## src/rtl/int_arb.sv

```systemverilog
// Fixed-priority interrupt arbiter: masks peripheral requests, presents one vector at a
// time to the CPU and returns a one-cycle acknowledge pulse to the serviced source.
module int_arb #(
   parameter int         NSRC      = 8,
   parameter int         VEC_BASE  = 1,
   parameter logic [7:0] IMSK_ADDR = 8'h7E,
   parameter logic [7:0] IPND_ADDR = 8'h7F
) (
   input  logic            clk,
   input  logic            rst,
   input  logic [NSRC-1:0] src_irq,
   output logic [NSRC-1:0] src_ack,
   input  logic            global_ie,
   output logic            cpu_irq,
   output logic [4:0]      cpu_vec,
   input  logic            cpu_ack,
   input  logic [7:0]      addr,
   input  logic [7:0]      wdata,
   input  logic            write,
   input  logic            read,
   output logic [7:0]      rdata
);

   localparam int IW = (NSRC > 1) ? $clog2(NSRC) : 1;

   typedef enum logic [1:0] {
      IDLE,
      REQ,
      ACK,
      GAP
   } state_t;

   state_t          state_q, state_d;
   logic [IW-1:0]   cur_q, cur_d;
   logic [IW-1:0]   win;
   logic [NSRC-1:0] imsk_q, imsk_d;
   logic [NSRC-1:0] pending;
   logic [NSRC-1:0] src_ack_q, src_ack_d;
   logic            cpu_irq_q, cpu_irq_d;
   logic [4:0]      cpu_vec_q, cpu_vec_d;
   logic [15:0]     imsk_ext;
   logic [15:0]     ipnd_ext;

   assign pending = src_irq & imsk_q;

   // Scan from the top down so the lowest set index is the one left standing.
   always_comb begin
      win = '0;
      for (int i = NSRC - 1; i >= 0; i--) begin
         if (pending[i]) win = IW'(i);
      end
   end

   always_comb begin
      imsk_d = imsk_q;
      if (write && (addr == IMSK_ADDR)) imsk_d = NSRC'(wdata);
   end

   assign imsk_ext = 16'(imsk_q);
   assign ipnd_ext = 16'(pending);

   always_comb begin
      rdata = 8'h00;
      if (read) begin
         if (addr == IMSK_ADDR)      rdata = imsk_ext[7:0];
         else if (addr == IPND_ADDR) rdata = ipnd_ext[7:0];
      end
   end

   // NOTE: every signal gets a default before the case so no path leaves one unassigned
   // (which would infer a latch).
   always_comb begin
      state_d   = state_q;
      cur_d     = cur_q;
      cpu_irq_d = cpu_irq_q;
      cpu_vec_d = cpu_vec_q;
      src_ack_d = '0;
      unique case (state_q)
         IDLE: begin
            cpu_irq_d = 1'b0;
            cpu_vec_d = 5'd0;
            if (global_ie && (pending != '0)) begin
               state_d   = REQ;
               cur_d     = win;
               cpu_irq_d = 1'b1;
               cpu_vec_d = 5'(VEC_BASE) + 5'(win);
            end
         end
         REQ: begin
            // Acknowledge takes precedence over a simultaneous withdraw.
            if (cpu_ack) begin
               state_d   = ACK;
               cpu_irq_d = 1'b0;
               cpu_vec_d = 5'd0;
               src_ack_d = NSRC'(1) << cur_q;
            end else if (!global_ie || !pending[cur_q]) begin
               state_d   = IDLE;
               cpu_irq_d = 1'b0;
               cpu_vec_d = 5'd0;
            end
         end
         ACK: begin
            state_d   = GAP;
            cpu_irq_d = 1'b0;
            cpu_vec_d = 5'd0;
         end
         GAP: begin
            // Dead cycle: lets the acknowledged source's registered request fall.
            state_d   = IDLE;
            cpu_irq_d = 1'b0;
            cpu_vec_d = 5'd0;
         end
         default: begin
            state_d   = IDLE;
            cpu_irq_d = 1'b0;
            cpu_vec_d = 5'd0;
         end
      endcase
   end

   // NOTE: state registers use non-blocking assignments so all flops update together
   // from values sampled before the edge.
   always_ff @(posedge clk or posedge rst) begin
      if (rst) begin
         state_q   <= IDLE;
         cur_q     <= '0;
         imsk_q    <= '0;
         cpu_irq_q <= 1'b0;
         cpu_vec_q <= 5'd0;
         src_ack_q <= '0;
      end else begin
         state_q   <= state_d;
         cur_q     <= cur_d;
         imsk_q    <= imsk_d;
         cpu_irq_q <= cpu_irq_d;
         cpu_vec_q <= cpu_vec_d;
         src_ack_q <= src_ack_d;
      end
   end

   assign cpu_irq = cpu_irq_q;
   assign cpu_vec = cpu_vec_q;
   assign src_ack = src_ack_q;

endmodule

```

## config.mk

```make
export PLATFORM = sky130hd
export DESIGN_NAME = int_arb
export DESIGN_NICKNAME = d
export VERILOG_FILES = /design/src/rtl/int_arb.sv
export SDC_FILE = /design/constraint.sdc
export NUM_CORES = 1
export LEC_CHECK = 0
export BUFFER_PORTS_ARGS = -buffer_cell sky130_fd_sc_hd__buf_2
export CORE_ASPECT_RATIO = 1.4
export CORE_MARGIN = 3
export CORE_UTILIZATION = 35
export CTS_CLUSTER_SIZE = 20
export DETAILED_ROUTE_END_ITERATION = 8
export PLACE_DENSITY = 0.72
export SYNTH_ARGS = -nofsm -noshare
export SYNTH_HDL_FRONTEND = slang
export SYNTH_SLANG_ARGS = --single-unit
```

## constraint.sdc

```tcl
create_clock -name clk -period 2.1 [get_ports clk]
set_clock_uncertainty 0.15 [all_clocks]
set_input_delay 0.42 -clock clk [delete_from_list [all_inputs] [get_ports clk]]
set_output_delay 0.42 -clock clk [all_outputs]
set_load 0.005 [all_outputs]
```

==> impl_metrics.toml, run 1 <==
[sta]
finalSetupViolations = 0
max_freq_ghz = 0.525
finalHoldViolCount = 0
rsz0062_at_grt = "false"
fin_tns_setup_ns = 0
maxSlewViolCount = 0
period_share_pct = 90.6
min_period_ns = 1.90

[logic_synthesis]
yosys.area.top_type = "dfrtp_1"
synth.most_common_cell = "dfrtp_1"
synth-async-reset-ratio_pct = 100
ys_seq_area_share_pct = 49.1
synth.top_cell.area_share_pct = 49.1
synthTopCellsByArea = "dfrtp_1 49%, mux2_2 8.5%, nor2_1 4.2%"
postSynthCellCount = 131
ys.flop_type = "dfrtp_1"
synth.avg_cell_area_um2 = 10.1
synth_cell_types = 38
synth_fp_nets = 162
synth_area_um2 = 1330
synth-warning-count = 0
synth-seq-cells = 26
synth_edf_count = 0
synth.top_cells.by_count = "26 x dfrtp_1, 15 x nor2_1, 13 x nand2_1"

[worst_setup_path]
critPathSlowestCell = "dfrtp_1"
cp_max_fo = 5
r2r_slack_ns = 0.20
slowest_delay_ns = 0.43
crit_type = "reg2reg"
reg2reg_depth = 6
arrival_ns = 1.96
reg2reg_from = "imsk_q[5]"
required_ns = 2.16
worst_setup_path_start_kind = "flop"
cp_cell_sequence = "a22o_1, a31oi_1, o21ai_0, ha_1, nor4b_1, a211o_1"
r2r_end = "cpu_vec[2]"
cp-startpoint = "imsk_q[5]"
critPathCaptureType = "flop"

[grt]
grt_overflow_total = 0
grt_max_degree = 27
track_usage_pct = 14.6
antenna_found_initial = 0
grt_pass1_vias = 1209
grt_pass1_wl_mm = 5.30

[clocking]
clock-root-buffer = "clkbuf_8"
cts_setup_buffers = 0
numClockSinks = 26
cts_tree = "built"
htreeDepth = 1
cts_resized = 0
ctsHoldBuffers = 0
cts_buffers = 3
cts_buffer_depth = 2
clock_latency_ns = 0.26
cts.clk_slew.worst_paths_ns = 0.08

[drt]
routed_wl_mm = 3.12
drc = 0
wl_per_cell_um = 14.1
vias = 1146
initialDrtViolationCount = 10
postRouteAntennaNets = 0
firstDrtPassIters = 4
vias_per_cell = 5.16

[floorplan]
dieArea_um2 = 4570
die_x_um = 58.0
num_io_pins = 52
placementRows = 25
initial_core_util_pct = 37.9
dieHeight_um = 78.8
coreArea_um2 = 3500

[placement]
dp_hpwl_mm = 2.41
gp_congestion = 0.936
port_buffers = 50

[power]
p_total_mw = 1.12
p_per_area_nw_per_um2 = 673
ir_worst_vdd_mv = 0.433
p_leak_nw = 0.874

[layout]
antennaDiodeCount = 0
drive_above_1_share_pct = 38.5
fillCellCount = 366
area_growth_pct = 25.2
nets = 215

[hold_path]
worstHoldPathType = "in2async"

[run]
drv_cap = 0

[status]
outcome = "finished clean"
metrics by stage:
step / setup slack (ns) / hold slack, ns / utilization, % / cells / cell area, um^2
2_1_floorplan: 0.399 / 0.310 / - / 131 / 1330
3_3_place_gp: 0.209 / 0.314 / 46.2 / 219 / 1620
3_5_place_dp: 0.151 / 0.311 / 46.2 / 219 / 1620
4_1_cts: 0.184 / 0.0534 / 47.4 / 222 / 1660
5_1_grt: 0.0601 / 0.0739 / 47.4 / 222 / 1660
6_report: 0.197 / 0.0450 / 47.4 / 222 / 1660
cell type report:
| cell class | count | area [um^2] | area share [%] |
|---|---|---|---|
| Sequential cell | 26 | 651 | 39.2 |
| Multi-Input combinational cell | 98 | 642 | 38.7 |
| Timing Repair Buffer | 52 | 265 | 16.0 |
| Tap cell | 40 | 50.0 | 3.01 |
| Clock buffer | 3 | 41.3 | 2.49 |
| Inverter | 3 | 11.3 | 0.678 |
layer usage:
metal  track usage, %  up-vias  part of all wire [%]
li1                 -      572                     -
met2             27.5       48                    53
met3             1.63        5                   6.1
met4             5.34        0                   1.5
met1             16.5      521                    39
met5                0        -                     0
power by group:
part	leakage [nW]	switching, mW	internal [mW]	total, mW
sequential	0.357	0.0678	0.554	0.621
clock	0.0216	0.146	0.128	0.274
combinational	0.496	0.106	0.116	0.222
total	0.874	0.319	0.798	1.12
critical path, delay by kind of cell, from the launching register on:
kind	cells	cell delay, ns
DFF	1	0.43
AOI/OAI and AO/OA	4	0.71
and+or+nand+nor	1	0.33
adders and majority gates	1	0.23
state kept, by name (all words and copies together) (netlist names), named ones only:
name     cells
src_ack      8
cur_q        3
cpu_irq      1
imsk_q       8
cpu_vec      4
state_q      1
logic make-up after synthesis:
group / count (synthesis) / synth area share, %
and+or+nand+nor: 60 / 25.3
AOI/OAI and AO/OA: 26 / 13.4
DFF: 26 / 49.1
muxes: 10 / 8.49
buffers and inverters: 7 / 2.55
adders and majority gates: 1 / 0.943
other: 1 / 0.283
worst max-delay path by stage:
stage / endpoint / slack, ns / cells past startpoint
floorplan: cpu_vec[2] / 0.40 / 6
global placement: cpu_vec[2] / 0.21 / 7
detailed placement: cpu_vec[2] / 0.15 / 7
CTS: rdata[2] / 0.18 / 6
global route: rdata[2] / 0.06 / 6
finish: cpu_vec[2] / 0.20 / 6
cell usage in the layout (no fill, tap or decap), drive strengths merged, types with 2 or more instances in the layout:
cell type | Yosys | final
a21oi | 2 | 2
a22o | 3 | 3
a31oi | 2 | 2
a32o | 2 | 2
and2 | 2 | 2
and3 | 2 | 2
buf | 4 | 52
clkbuf | 0 | 3
dfrtp | 26 | 26
inv | 3 | 3
mux2 | 10 | 10
nand2 | 13 | 13
nand2b | 2 | 2
nand3 | 4 | 4
nand3b | 3 | 3
nand4 | 4 | 4
nand4b | 3 | 3
nor2 | 15 | 15
nor3 | 3 | 3
o211ai | 3 | 3
o21ai | 9 | 9
or2 | 3 | 3
No activity file was read; power rests on OpenSTA's default activity.
==> run 2: changes to the inputs <==
- ABC_AREA: unset -> 1
- CTS_BUF_LIST: unset -> sky130_fd_sc_hd__clkbuf_2 sky130_fd_sc_hd__clkbuf_4 sky130_fd_sc_hd__clkbuf_8
- PLACE_DENSITY: 0.72 -> 0.71
- clock period: 2.1 -> 2.45 ns (I/O delays scaled with it)
==> impl_metrics.toml, run 2 <==
[clocking]
htreeDepth = 1
ctsHoldBuffers = 0
cts_resized = 0
clock_latency_ns = 0.27
numClockSinks = 26
clock-root-buffer = "clkbuf_8"
cts.clk_slew.worst_paths_ns = 0.10
cts_tree = "built"
cts_setup_buffers = 0
cts_buffer_depth = 2
cts_buffers = 3

[logic_synthesis]
muxShareOfSynthArea_pct = 0
synth_edf_count = 0
synth.top_cells.by_count = "55 x nand2_1, 28 x inv_1, 26 x dfrtp_1"
synth-warning-count = 0
synthAdderAreaFrac_pct = 0.868
synth-async-reset-ratio_pct = 100
synth.most_common_cell = "nand2_1"
synthTopCellsByArea = "dfrtp_1 45%, nand2_1 14%, inv_1 7.3%"
synth.avg_cell_area_um2 = 7.75
synth-simple-area-share_pct = 33.7
postSynthCellCount = 186
synth_top_family_by_area = "simple AND/OR/NAND/NOR gates"
ys_seq_area_share_pct = 45.1
synth_fp_nets = 217
ys.flop_type = "dfrtp_1"
synth_cell_types = 23
yosys.area.top_type = "dfrtp_1"
synth_area_um2 = 1440
synth_xor_area_share_pct = 0
synth-seq-cells = 26
synth.top_cell.area_share_pct = 45.1
synth_compound_area_share_pct = 10.7

[grt]
antenna_found_initial = 0
grt_overflow_total = 0
grt_max_degree = 27
grt_pass1_vias = 1293
grt_pass1_wl_mm = 5.34
track_usage_pct = 13.9

[floorplan]
num_io_pins = 52
dieArea_um2 = 4940
dieHeight_um = 81.9
coreArea_um2 = 3950
placementRows = 27
die_x_um = 60.2
initial_core_util_pct = 36.5

[drt]
vias = 1301
wl_met2_mm = 1.56
drc = 0
vias_per_cell = 4.63
firstDrtPassIters = 4
wl_per_cell_um = 10.9
routed_wl_mm = 3.07
dr_wl_met3_um = 192
dr.max_layer_used = "met4"
postRouteAntennaNets = 0
met1_length_mm = 1.28
initialDrtViolationCount = 22

[worst_setup_path]
critPathSlowestCell = "inv_1"
r2r_end = "cpu_vec[2]"
critPathCaptureType = "primary output"
required_ns = 1.81
worst_setup_path_start_kind = "primary input"
cp_top_family = "buffers and inverters"
cp_cell_sequence = "buf_2, inv_1, nand4_1, nor3_2, inv_1, nor2_1, buf_2"
critPathBufInv = 4
reg2reg_from = "imsk_q[7]"
r2r_slack_ns = 0.70
slowest_delay_ns = 0.17
crit_type = "in2out"
cp_max_fo = 8
reg2reg_depth = 15
arrival_ns = 1.29

[layout]
antennaDiodeCount = 0
final_cell_mix = "55 x nand2_1, 50 x buf_2, 28 x inv_1, 26 x dfrtp_1, 24 x nor2_1"
instances_no_fill = 281
area_growth_pct = 25.0
final_common_cell = "nand2_1"
drive_above_1_share_pct = 32.4
nets = 270

[sta]
rsz0062_at_grt = "false"
finalHoldViolCount = 0
finalSetupViolations = 0
fin_tns_setup_ns = 0
max_freq_ghz = 0.517
period_share_pct = 78.9
min_period_ns = 1.93
finalWorstSetupSlack_ns = 0.517
maxSlewViolCount = 0

[power]
p_leak_nw = 1.04
ir_worst_vdd_mv = 0.401
p_per_area_nw_per_um2 = 630

[run]
drv_cap = 0

[placement]
dp.cells = 277
gp_congestion = 0.757
dp_hpwl_mm = 2.46
port_buffers = 50
pre_cts_slack_ns = 0.502

[hold_path]
worstHoldPathType = "in2async"

[status]
outcome = "finished clean"
[run 2: cell count changes after synthesis, sizes merged, moves of 5 or more]
cell	before	now
inv	3	29
mux2	10	0
nand2	13	61
nand3	4	9
nor2	15	26
o211ai	3	8
[run 2: report_power, final]
group | switching [mW] | total, mW | leakage [nW] | internal, mW
registers | 0.0310 | 0.504 | 0.357 | 0.473
clock network | 0.139 | 0.357 | 0.0357 | 0.219
logic | 0.181 | 0.274 | 0.645 | 0.0932
[run 2: cell families (layout without fill, tap and decap cells)]
group                    Yosys count  count (layout)
AND/OR/NAND/NOR                  105             105
adder cells (fa/ha/maj)            1               1
buffers and inverters             33              85
other                              1               1
AO/OA/AOI/OAI                     20              20
flip-flops                        26              26
[run 2: worst max-delay path by stage]
stage / startpoint / end / slack (ns) / cells after the start
after floorplan: src_irq[7] / cpu_vec[2] / 0.76 / 15
after global placement: addr[7] / rdata[6] / 0.52 / 7
after detailed placement: addr[7] / rdata[7] / 0.50 / 7
after CTS: addr[7] / rdata[7] / 0.50 / 7
after global routing: addr[7] / rdata[2] / 0.39 / 7
final: addr[7] / rdata[6] / 0.52 / 7
[run 2: layer usage]
layer  vias up  track usage, %
li1        688               -
met1       565            15.9
met2        43            25.2
met3         5            2.67
met4         0            4.21
met5         -               0
[run 2: cell type report]
type	count	area [um^2]
Tap cell	43	53.8
Sequential cell	26	651
Inverter	30	113
Multi-Input combinational cell	127	656
Timing Repair Buffer	51	258
Clock buffer	3	41.3
Fill cell	409	2150
Clock inverter	1	30.0
[run 2: through the flow]
stage	cell area, um^2	power (mW)	hold slack [ns]	util, %
after CTS	1800	1.14	0.114	45.6
after detailed placement	1730	0.788	0.352	43.8
after floorplan	1440	0.702	0.327	-
after global placement	1730	0.780	0.342	43.8
final	1800	1.14	0.0983	45.6
after global routing	1800	1.21	0.139	45.6
[run 2: worst register-to-register path, cell delays in order, from the launching register on]
cell and delay [ns]:
dfrtp_1 0.41, nand2_1 0.11, inv_1 0.05, nand2_1 0.05, nand2_1 0.04, nand2_1 0.05, nand2_1 0.05, nand2_1 0.05
nand2_1 0.09, nand2_1 0.10, inv_1 0.05, ha_1 0.20, nor2_1 0.10, nor2_1 0.04, nand2_1 0.06, nand2_1 0.05
